<file path="src/rtl/lsq_mem_unit_pkg.sv">
// Shared types for the LSQ-head memory unit: queue entry, CDB packet and FSM state codes.
package lsq_mem_unit_pkg;

  localparam int DATA_W = 32;
  localparam int ROB_W  = 4;

  localparam logic [ROB_W-1:0] ROB_NONE = '0;

  typedef struct packed {
    logic [ROB_W-1:0]  rob_entry;
    logic [DATA_W-1:0] address;
    logic [DATA_W-1:0] result;
    logic              load;
  } lsq_packet_t;

  typedef struct packed {
    logic [ROB_W-1:0]  dest_rob_entry;
    logic [DATA_W-1:0] result;
  } CDB_packet_t;

  typedef logic [2:0] mem_state_t;

  localparam mem_state_t S_IDLE     = 3'd0;
  localparam mem_state_t S_LD_REQ   = 3'd1;
  localparam mem_state_t S_LD_BCAST = 3'd2;
  localparam mem_state_t S_LD_DRAIN = 3'd3;
  localparam mem_state_t S_ST_REQ   = 3'd4;

endpackage

</file>
<file path="src/rtl/lsq_mem_unit_req_hold.sv">
// Registered dmem request holder: loads on start, keeps req/we/addr/wdata stable until dmem_ready.
module lsq_mem_unit_req_hold
  import lsq_mem_unit_pkg::*;
(
  input  logic              clk,
  input  logic              reset,
  input  logic              start_i,
  input  logic              we_i,
  input  logic [DATA_W-1:0] addr_i,
  input  logic [DATA_W-1:0] wdata_i,
  input  logic              dmem_ready_i,
  output logic              req_o,
  output logic              we_o,
  output logic [DATA_W-1:0] addr_o,
  output logic [DATA_W-1:0] wdata_o
);

  logic              req_q, req_d;
  logic              we_q, we_d;
  logic [DATA_W-1:0] addr_q, addr_d;
  logic [DATA_W-1:0] wdata_q, wdata_d;

  always_comb begin
    req_d   = req_q;
    we_d    = we_q;
    addr_d  = addr_q;
    wdata_d = wdata_q;
    if (start_i) begin
      req_d   = 1'b1;
      we_d    = we_i;
      addr_d  = addr_i;
      wdata_d = wdata_i;
    end else if (req_q && dmem_ready_i) begin
      // Address/data stay latched after completion; only the request drops.
      req_d = 1'b0;
      we_d  = 1'b0;
    end
  end

  always_ff @(posedge clk) begin
    if (reset) begin
      req_q   <= 1'b0;
      we_q    <= 1'b0;
      addr_q  <= '0;
      wdata_q <= '0;
    end else begin
      req_q   <= req_d;
      we_q    <= we_d;
      addr_q  <= addr_d;
      wdata_q <= wdata_d;
    end
  end

  assign req_o   = req_q;
  assign we_o    = we_q;
  assign addr_o  = addr_q;
  assign wdata_o = wdata_q;

endmodule

</file>
<file path="src/rtl/lsq_mem_unit.sv">
// LSQ head consumer: issues one dmem access at a time, broadcasts load data on the CDB,
// and commits stores only when their ROB entry is at the ROB head.
module lsq_mem_unit
  import lsq_mem_unit_pkg::*;
(
  input  logic              clk,
  input  logic              reset,
  input  logic              lsq_empty,
  input  logic              lsq_head_ready,
  input  logic              lsq_head_load,
  input  lsq_packet_t       lsq_head,
  output logic              lsq_rd_en,
  input  logic [ROB_W-1:0]  rob_head_entry,
  input  logic              rob_head_valid,
  output logic              store_commit,
  input  logic              flush,
  output logic              dmem_req,
  output logic              dmem_we,
  output logic [DATA_W-1:0] dmem_addr,
  output logic [DATA_W-1:0] dmem_wdata,
  input  logic              dmem_ready,
  input  logic [DATA_W-1:0] dmem_rdata,
  output logic              cdb_req,
  input  logic              cdb_grant,
  output CDB_packet_t       cdb_out,
  output mem_state_t        dbg_state_o
);

  // Handshakes: a dmem access completes in the cycle dmem_req && dmem_ready (rdata valid
  // then for reads); a CDB broadcast completes in the cycle cdb_req && cdb_grant. Requests
  // are held with stable payload until they complete.

  mem_state_t        state_q, state_d;
  logic [ROB_W-1:0]  tag_q, tag_d;
  logic [DATA_W-1:0] rdata_q, rdata_d;
  logic              head_ok, ld_go, st_go;
  logic [DATA_W-1:0] start_wdata;
  logic              unused_head_load;

  // lsq_head_load is the authoritative load flag; the packet copy is redundant.
  assign unused_head_load = lsq_head.load;

  assign head_ok = !lsq_empty && lsq_head_ready;
  assign ld_go   = (state_q == S_IDLE) && head_ok && lsq_head_load && !flush;
  assign st_go   = (state_q == S_IDLE) && head_ok && !lsq_head_load && rob_head_valid &&
                   (rob_head_entry == lsq_head.rob_entry);
  assign start_wdata = st_go ? lsq_head.result : '0;

  always_comb begin
    state_d = state_q;
    tag_d   = tag_q;
    rdata_d = rdata_q;
    case (state_q)
      S_IDLE: begin
        if (ld_go) begin
          state_d = S_LD_REQ;
          tag_d   = lsq_head.rob_entry;
        end else if (st_go) begin
          state_d = S_ST_REQ;
          tag_d   = lsq_head.rob_entry;
        end
      end
      S_LD_REQ: begin
        if (dmem_ready) begin
          rdata_d = dmem_rdata;
          state_d = flush ? S_IDLE : S_LD_BCAST;
        end else if (flush) begin
          state_d = S_LD_DRAIN;
        end
      end
      // The access cannot be cancelled; wait it out and drop the data.
      S_LD_DRAIN: if (dmem_ready) state_d = S_IDLE;
      S_LD_BCAST: if (cdb_grant || flush) state_d = S_IDLE;
      S_ST_REQ:   if (dmem_ready) state_d = S_IDLE;
      default:    state_d = S_IDLE;
    endcase
  end

  always_ff @(posedge clk) begin
    if (reset) begin
      state_q <= S_IDLE;
      tag_q   <= ROB_NONE;
      rdata_q <= '0;
    end else begin
      state_q <= state_d;
      tag_q   <= tag_d;
      rdata_q <= rdata_d;
    end
  end

  lsq_mem_unit_req_hold u_hold (
    .clk          (clk),
    .reset        (reset),
    .start_i      (ld_go || st_go),
    .we_i         (st_go),
    .addr_i       (lsq_head.address),
    .wdata_i      (start_wdata),
    .dmem_ready_i (dmem_ready),
    .req_o        (dmem_req),
    .we_o         (dmem_we),
    .addr_o       (dmem_addr),
    .wdata_o      (dmem_wdata)
  );

  assign lsq_rd_en    = ((state_q == S_LD_REQ) || (state_q == S_ST_REQ)) && dmem_ready && !lsq_empty;
  assign store_commit = (state_q == S_ST_REQ) && dmem_ready;
  assign cdb_req      = (state_q == S_LD_BCAST);
  assign cdb_out      = cdb_req ? CDB_packet_t'{dest_rob_entry: tag_q, result: rdata_q} : '0;
  assign dbg_state_o  = state_q;

endmodule

</file>
<file path="config.mk">
export PLATFORM = sky130hd
export DESIGN_NAME = lsq_mem_unit
export DESIGN_NICKNAME = d
export VERILOG_FILES = /design/src/rtl/lsq_mem_unit_pkg.sv /design/src/rtl/lsq_mem_unit_req_hold.sv /design/src/rtl/lsq_mem_unit.sv
export SDC_FILE = /design/constraint.sdc
export NUM_CORES = 1
export LEC_CHECK = 0
export ABC_CLOCK_PERIOD_IN_PS = 1900
export CAP_MARGIN = 0
export CORE_MARGIN = 2
export CORE_UTILIZATION = 39
export DETAILED_ROUTE_END_ITERATION = 10
export PLACE_DENSITY = 0.79
export SYNTH_ARGS = -nofsm -noshare
export SYNTH_HDL_FRONTEND = slang
export SYNTH_SLANG_ARGS = --single-unit
</file>
<file path="constraint.sdc">
create_clock -name clk -period 1.9 [get_ports clk]
set_input_delay 0.38 -clock clk [delete_from_list [all_inputs] [get_ports clk]]
set_output_delay 0.38 -clock clk [all_outputs]
set_load 0.01 [all_outputs]
</file>
======== Word-level counts from Yosys, hierarchy flattened ========
Cells that the tools add are included.
operators by class
  add/sub/neg operators ................... 0
  magnitude comparators ................... 0
  muxes and demuxes ....................... 15
  div/mod/pow operators ................... 0
  $mul .................................... 0
  reduce and logical (&&, ||, !) cells .... 24
  equal/unequal tests ..................... 9
  bitwise logic cells ..................... 0
  shift-type cells ........................ 0
operators with widths
  kind                  number
  $mux W36              1
  $mux W32              1
  $mux W3               6
  $pmux W3 S4           1
  $logic_and A1 B1 Y1   11
  $mux W4               2
  $eq A3 B2 Y1 const B  2
  $ne A3 B3 Y1 const B  2
  $eq A4 B4 Y1          1
  $ne A2 B1 Y1 const B  2
  $reduce_and A2 Y1     2
  $reduce_and A4 Y1     1
  $reduce_bool A2 Y1    2
  $eq A3 B1 Y1 const B  1
  $eq A3 B3 Y1 const B  1
  $logic_not A1 Y1      3
  $logic_not A3 Y1      1
  $logic_or A1 B1 Y1    3
  $mux W1               3
  $mux W2               1
  $reduce_or A2 Y1      1
storage, ports and cells
  input port bits ......................... 114
  RAM bits ................................ 0
  bits in latches ......................... 0
  memory bits (read-only) ................. 0
  memories kept ........................... 0
  register bits ........................... 105

======== Longest topological paths before layout ========
  depth in word-level cells ............... 9
  gate-level depth with buffers ........... 6
  depth with buffers taken out ............ 4

======== Hierarchy ========
A second synthesis with hierarchy kept.
second synthesis, totals
  cell total of the unflattened synthesis .. 492
  area, all modules ....................... 4479.3 um^2
modules (own cells, without submodules)
  module                 sequential area each (um^2)  area each (um^2)  cells an instance  instances
  lsq_mem_unit_req_hold  1321.3                       2367.3            216                1
  lsq_mem_unit           780.7                        2112.0            276                1

======== Worst setup path after synthesis ========
OpenSTA, ideal clock, no wires.
  path type ............................... flip-flop to output port
  from .................................... register state_q[1], in the netlist dbg_state_o[1]
  to ...................................... output cdb_out[26] (netlist name)
  arrival time ............................ 1496 ps
  stages on the path, launching flop included .. 4
  required time ........................... 1520 ps
  buffers on the path ..................... 1
  slack ................................... 24 ps
  path through ............................ dfxtp_1 nor3b_1 clkbuf_1 and2_1
RTL lines
  element                 line                text
  from (decl)             lsq_mem_unit.sv:33  mem_state_t state_q, state_d;
  from (signal assigned)  lsq_mem_unit.sv:85  state_q <= state_d;
  to (decl)               lsq_mem_unit.sv:25  output CDB_packet_t cdb_out,

==> flow_metrics.tcl <==
set metrics [dict create \
    critical_path.max_fanout 5 \
    synth_seq_area_share_pct 51.6 \
    finalHoldWorstSlack_ns 0.454 \
    detailedRoute.firstPassIterationCount 4 \
    report.power.total_mw 4.29 \
    place.port_buffers 220 \
    stdcell_count 816 \
    drtAntennaViolNets 0 \
    violations "setup timing" \
    min_path_type "flop to flop" \
    reg2regPathDepth 7 \
    critical_path.endpoint_type "output pin" \
    dpl-instance-area_um2 6560 \
    place.gp.congestion 0.767 \
    seq_area_um2 2110 \
    synth.area.mux_share_pct 9.09 \
    h_tree_levels 3 \
    clk_transition_reported_paths_ns 0.10 \
    placed_cells 792 \
    chipWidth_um 106 \
    setup_tns_ns -0.306 \
    grt_max_degree 73 \
    yosys_reg_bits 105 \
    yosys-top-cells-area "sky130_fd_sc_hd__dfxtp_1 52%, sky130_fd_sc_hd__nand2_1 13%, sky130_fd_sc_hd__mux2i_1 9.1%" \
    start_kind "flop" \
    initial_core_util_pct 39.8 \
    fin_util_pct 67.2 \
    syn_area_per_cell_um2 9.18 \
    track_usage_pct 20.7 \
    max-cap-violations 0 \
    hpwlAfterDp_mm 8.56 \
    synth_xor_area_share_pct 0.860 \
    critical_path_required_ns 1.52 \
    vdd.ir_drop.worst_mv 0.364 \
    synth_simple_gate_area_share_pct 22.1 \
    cts.path.max_buffers 2 \
    fin_crit_ns 1.95 \
    async_reset_ff_share_pct 0 \
    post_cts_hold_buffer_count 0 \
    yosysUniqueCellTypes 31 \
    ios 222 \
    yosysWarningCount 0 \
    multi_input_comb_area_um2 1890 \
    gr-total-overflow 0 \
    root_buffer "sky130_fd_sc_hd__clkbuf_8" \
    cts_tree "yes" \
    grt_first_pass_wirelength_mm 18.6 \
    post_synth_fa_ha_maj_area_fraction_pct 0 \
    cellPowerDensity_nw_per_um2 624 \
    synth_top_area_share_pct 51.6 \
    drive_gt1_share_pct 17.1 \
    cell_row_count 37 \
    synth_top_family_by_area "simple AND/OR/NAND/NOR gates" \
    fp.dieH_um 106 \
    setup_viol 9 \
    syn_area_um2 4080 \
    die_footprint_um2 11300 \
    run_status "finished, violations left" \
    worst_skew_pair.late_latency_ns 0.36 \
    clock_sinks 105 \
    synthDominantAreaCellType "sky130_fd_sc_hd__dfxtp_1" \
    cellLeakagePower_nw 2.63 \
    postSynth.topFlopCell "sky130_fd_sc_hd__dfxtp_1" \
    finish.net_count 789 \
    route.detailed.wl_per_inst_um 14.7 \
    fin_ws_ns -0.0533 \
    grt_pass1_vias 3837 \
    final.period_utilization_pct 103 \
    maxClockFrequency_mhz 512 \
    tritoncts.num_buffers 9 \
    synth_enable_flop_cells 0 \
    coreArea_um2 10200 \
    worst_hold_path.num_cells 2 \
    detailedPlace.worstSlack_ns -0.394 \
    reg2reg_setup_slack_ns 0.04 \
    timing.max_slew.rel_slack_pct 73.8 \
    remaining_drc_errors 0 \
    synth_common_cells "137 x sky130_fd_sc_hd__nand2_1, 105 x sky130_fd_sc_hd__dfxtp_1, 37 x sky130_fd_sc_hd__mux2i_1, 36 x sky130_fd_sc_hd__and2_1, 35 x sky130_fd_sc_hd__a21oi_1" \
    post_synth_inst_count 444 \
    grt_antenna_before_repair 0 \
    initial_drt_markers 112 \
    timing.clock.skew_ns 0.0107 \
    synth_compound_area_share_pct 12.1 \
    area.growth.synth_to_final_pct 68.8 \
    postRouteWirelength_mm 12.0 \
    yosys.cell_count.top_type "sky130_fd_sc_hd__nand2_1" \
    max_slew.worst_pin.slew_ns 0.393 \
    fillers 843 \
    wp_data_arrival_ns 1.57 \
    final-max-slew-violation-count 0 \
    finalHoldViolCount 0 \
    rsz_0062_raised_after_global_routing "true" \
    num_vias 3944 \
    insertedDiodeCount 0 \
    timing.setup.critical_path_class "flop to output pin" \
    via_density_per_instance 4.83 \
    synth_fp_nets 558 \
    stdcell_area_um2 6880 \
]
## metal layers
| metal | wire, µm | GRT usage (%) | up-vias |
|---|---|---|---|
| met5 | 0 | 0 | - |
| met4 | 328 | 8.93 | 0 |
| met3 | 990 | 7.17 | 25 |
| met2 | 5880 | 35.1 | 148 |
| met1 | 4810 | 23.5 | 1826 |
| li1 | - | - | 1945 |
## placed cells by master, fill, tap and decap left out, types with 2 or more instances in the layout
cell,Yosys,layout
sky130_fd_sc_hd__clkdlybuf4s50_1,0,181
sky130_fd_sc_hd__nand2_1,137,137
sky130_fd_sc_hd__dfxtp_1,105,102
sky130_fd_sc_hd__mux2i_1,37,37
sky130_fd_sc_hd__a21oi_1,35,35
sky130_fd_sc_hd__a22o_1,32,32
sky130_fd_sc_hd__buf_2,3,23
sky130_fd_sc_hd__and2_1,36,22
sky130_fd_sc_hd__buf_6,7,18
sky130_fd_sc_hd__buf_4,0,18
sky130_fd_sc_hd__and2_4,0,14
sky130_fd_sc_hd__clkbuf_8,0,9
sky130_fd_sc_hd__buf_12,0,7
sky130_fd_sc_hd__xnor2_1,4,4
sky130_fd_sc_hd__nor3b_4,0,2
sky130_fd_sc_hd__nor2_1,3,2
sky130_fd_sc_hd__nand3_1,2,2
sky130_fd_sc_hd__nand2b_1,4,2
sky130_fd_sc_hd__or3b_2,2,2
sky130_fd_sc_hd__bufinv_16,0,2
sky130_fd_sc_hd__clkinv_4,0,2
sky130_fd_sc_hd__dfxtp_2,0,2
## state kept, by name (all words and copies together), names as in the netlist
signal / cells
tag_q: 4
u_hold.wdata_o: 32
dbg_state_o: 3
u_hold.we_o: 1
rdata_q: 32
u_hold.addr_o: 32
u_hold.req_o: 1
## power by group
| group | internal (mW) | switching (mW) |
|---|---|---|
| Sequential | 2.23 | 0.0146 |
| Clock | 0.759 | 0.798 |
| Combinational | 0.319 | 0.175 |
| Total | 3.31 | 0.988 |
## repair_timing
item / CTS / global route
endpoints found under the setup margin: 39 / 110
pin swaps: 2 / 12
buffers inserted: 5 / 3
cloned: 2 / 1
gates resized for setup: 179 / 22
## cell families after synthesis
kind of cell,Yosys count
flip-flops,105
AO/OA/AOI/OAI,72
AND/OR/NAND/NOR,194
XOR/XNOR,4
multiplexers,37
buffers and inverters,32
## final cells by class
class	instances	share of cell area, %
Tap cell	136	2.47
Clock buffer	9	1.80
Timing Repair Buffer	251	36.0
Inverter	1	0.0546
Clock inverter	7	1.49
Sequential cell	105	30.6
Multi-Input combinational cell	307	27.5
## worst max-delay path, cell delays in order (launching register included)
cell and delay, ns:
sky130_fd_sc_hd__dfxtp_4 0.39, sky130_fd_sc_hd__nor3b_4 0.22, sky130_fd_sc_hd__buf_6 0.14, sky130_fd_sc_hd__buf_12 0.10
sky130_fd_sc_hd__clkbuf_16 0.14, sky130_fd_sc_hd__and2_4 0.13, sky130_fd_sc_hd__buf_6 0.10
## final timing paths
check,startpoint,endpoint
setup / recovery,dbg_state_o[1],cdb_out[35]
hold / removal,rdata_q[8],rdata_q[8]
setup reg to reg,dbg_state_o[1],rdata_q[18]
hold reg to reg,rdata_q[8],rdata_q[8]
Power figures use the tool's default switching activity.
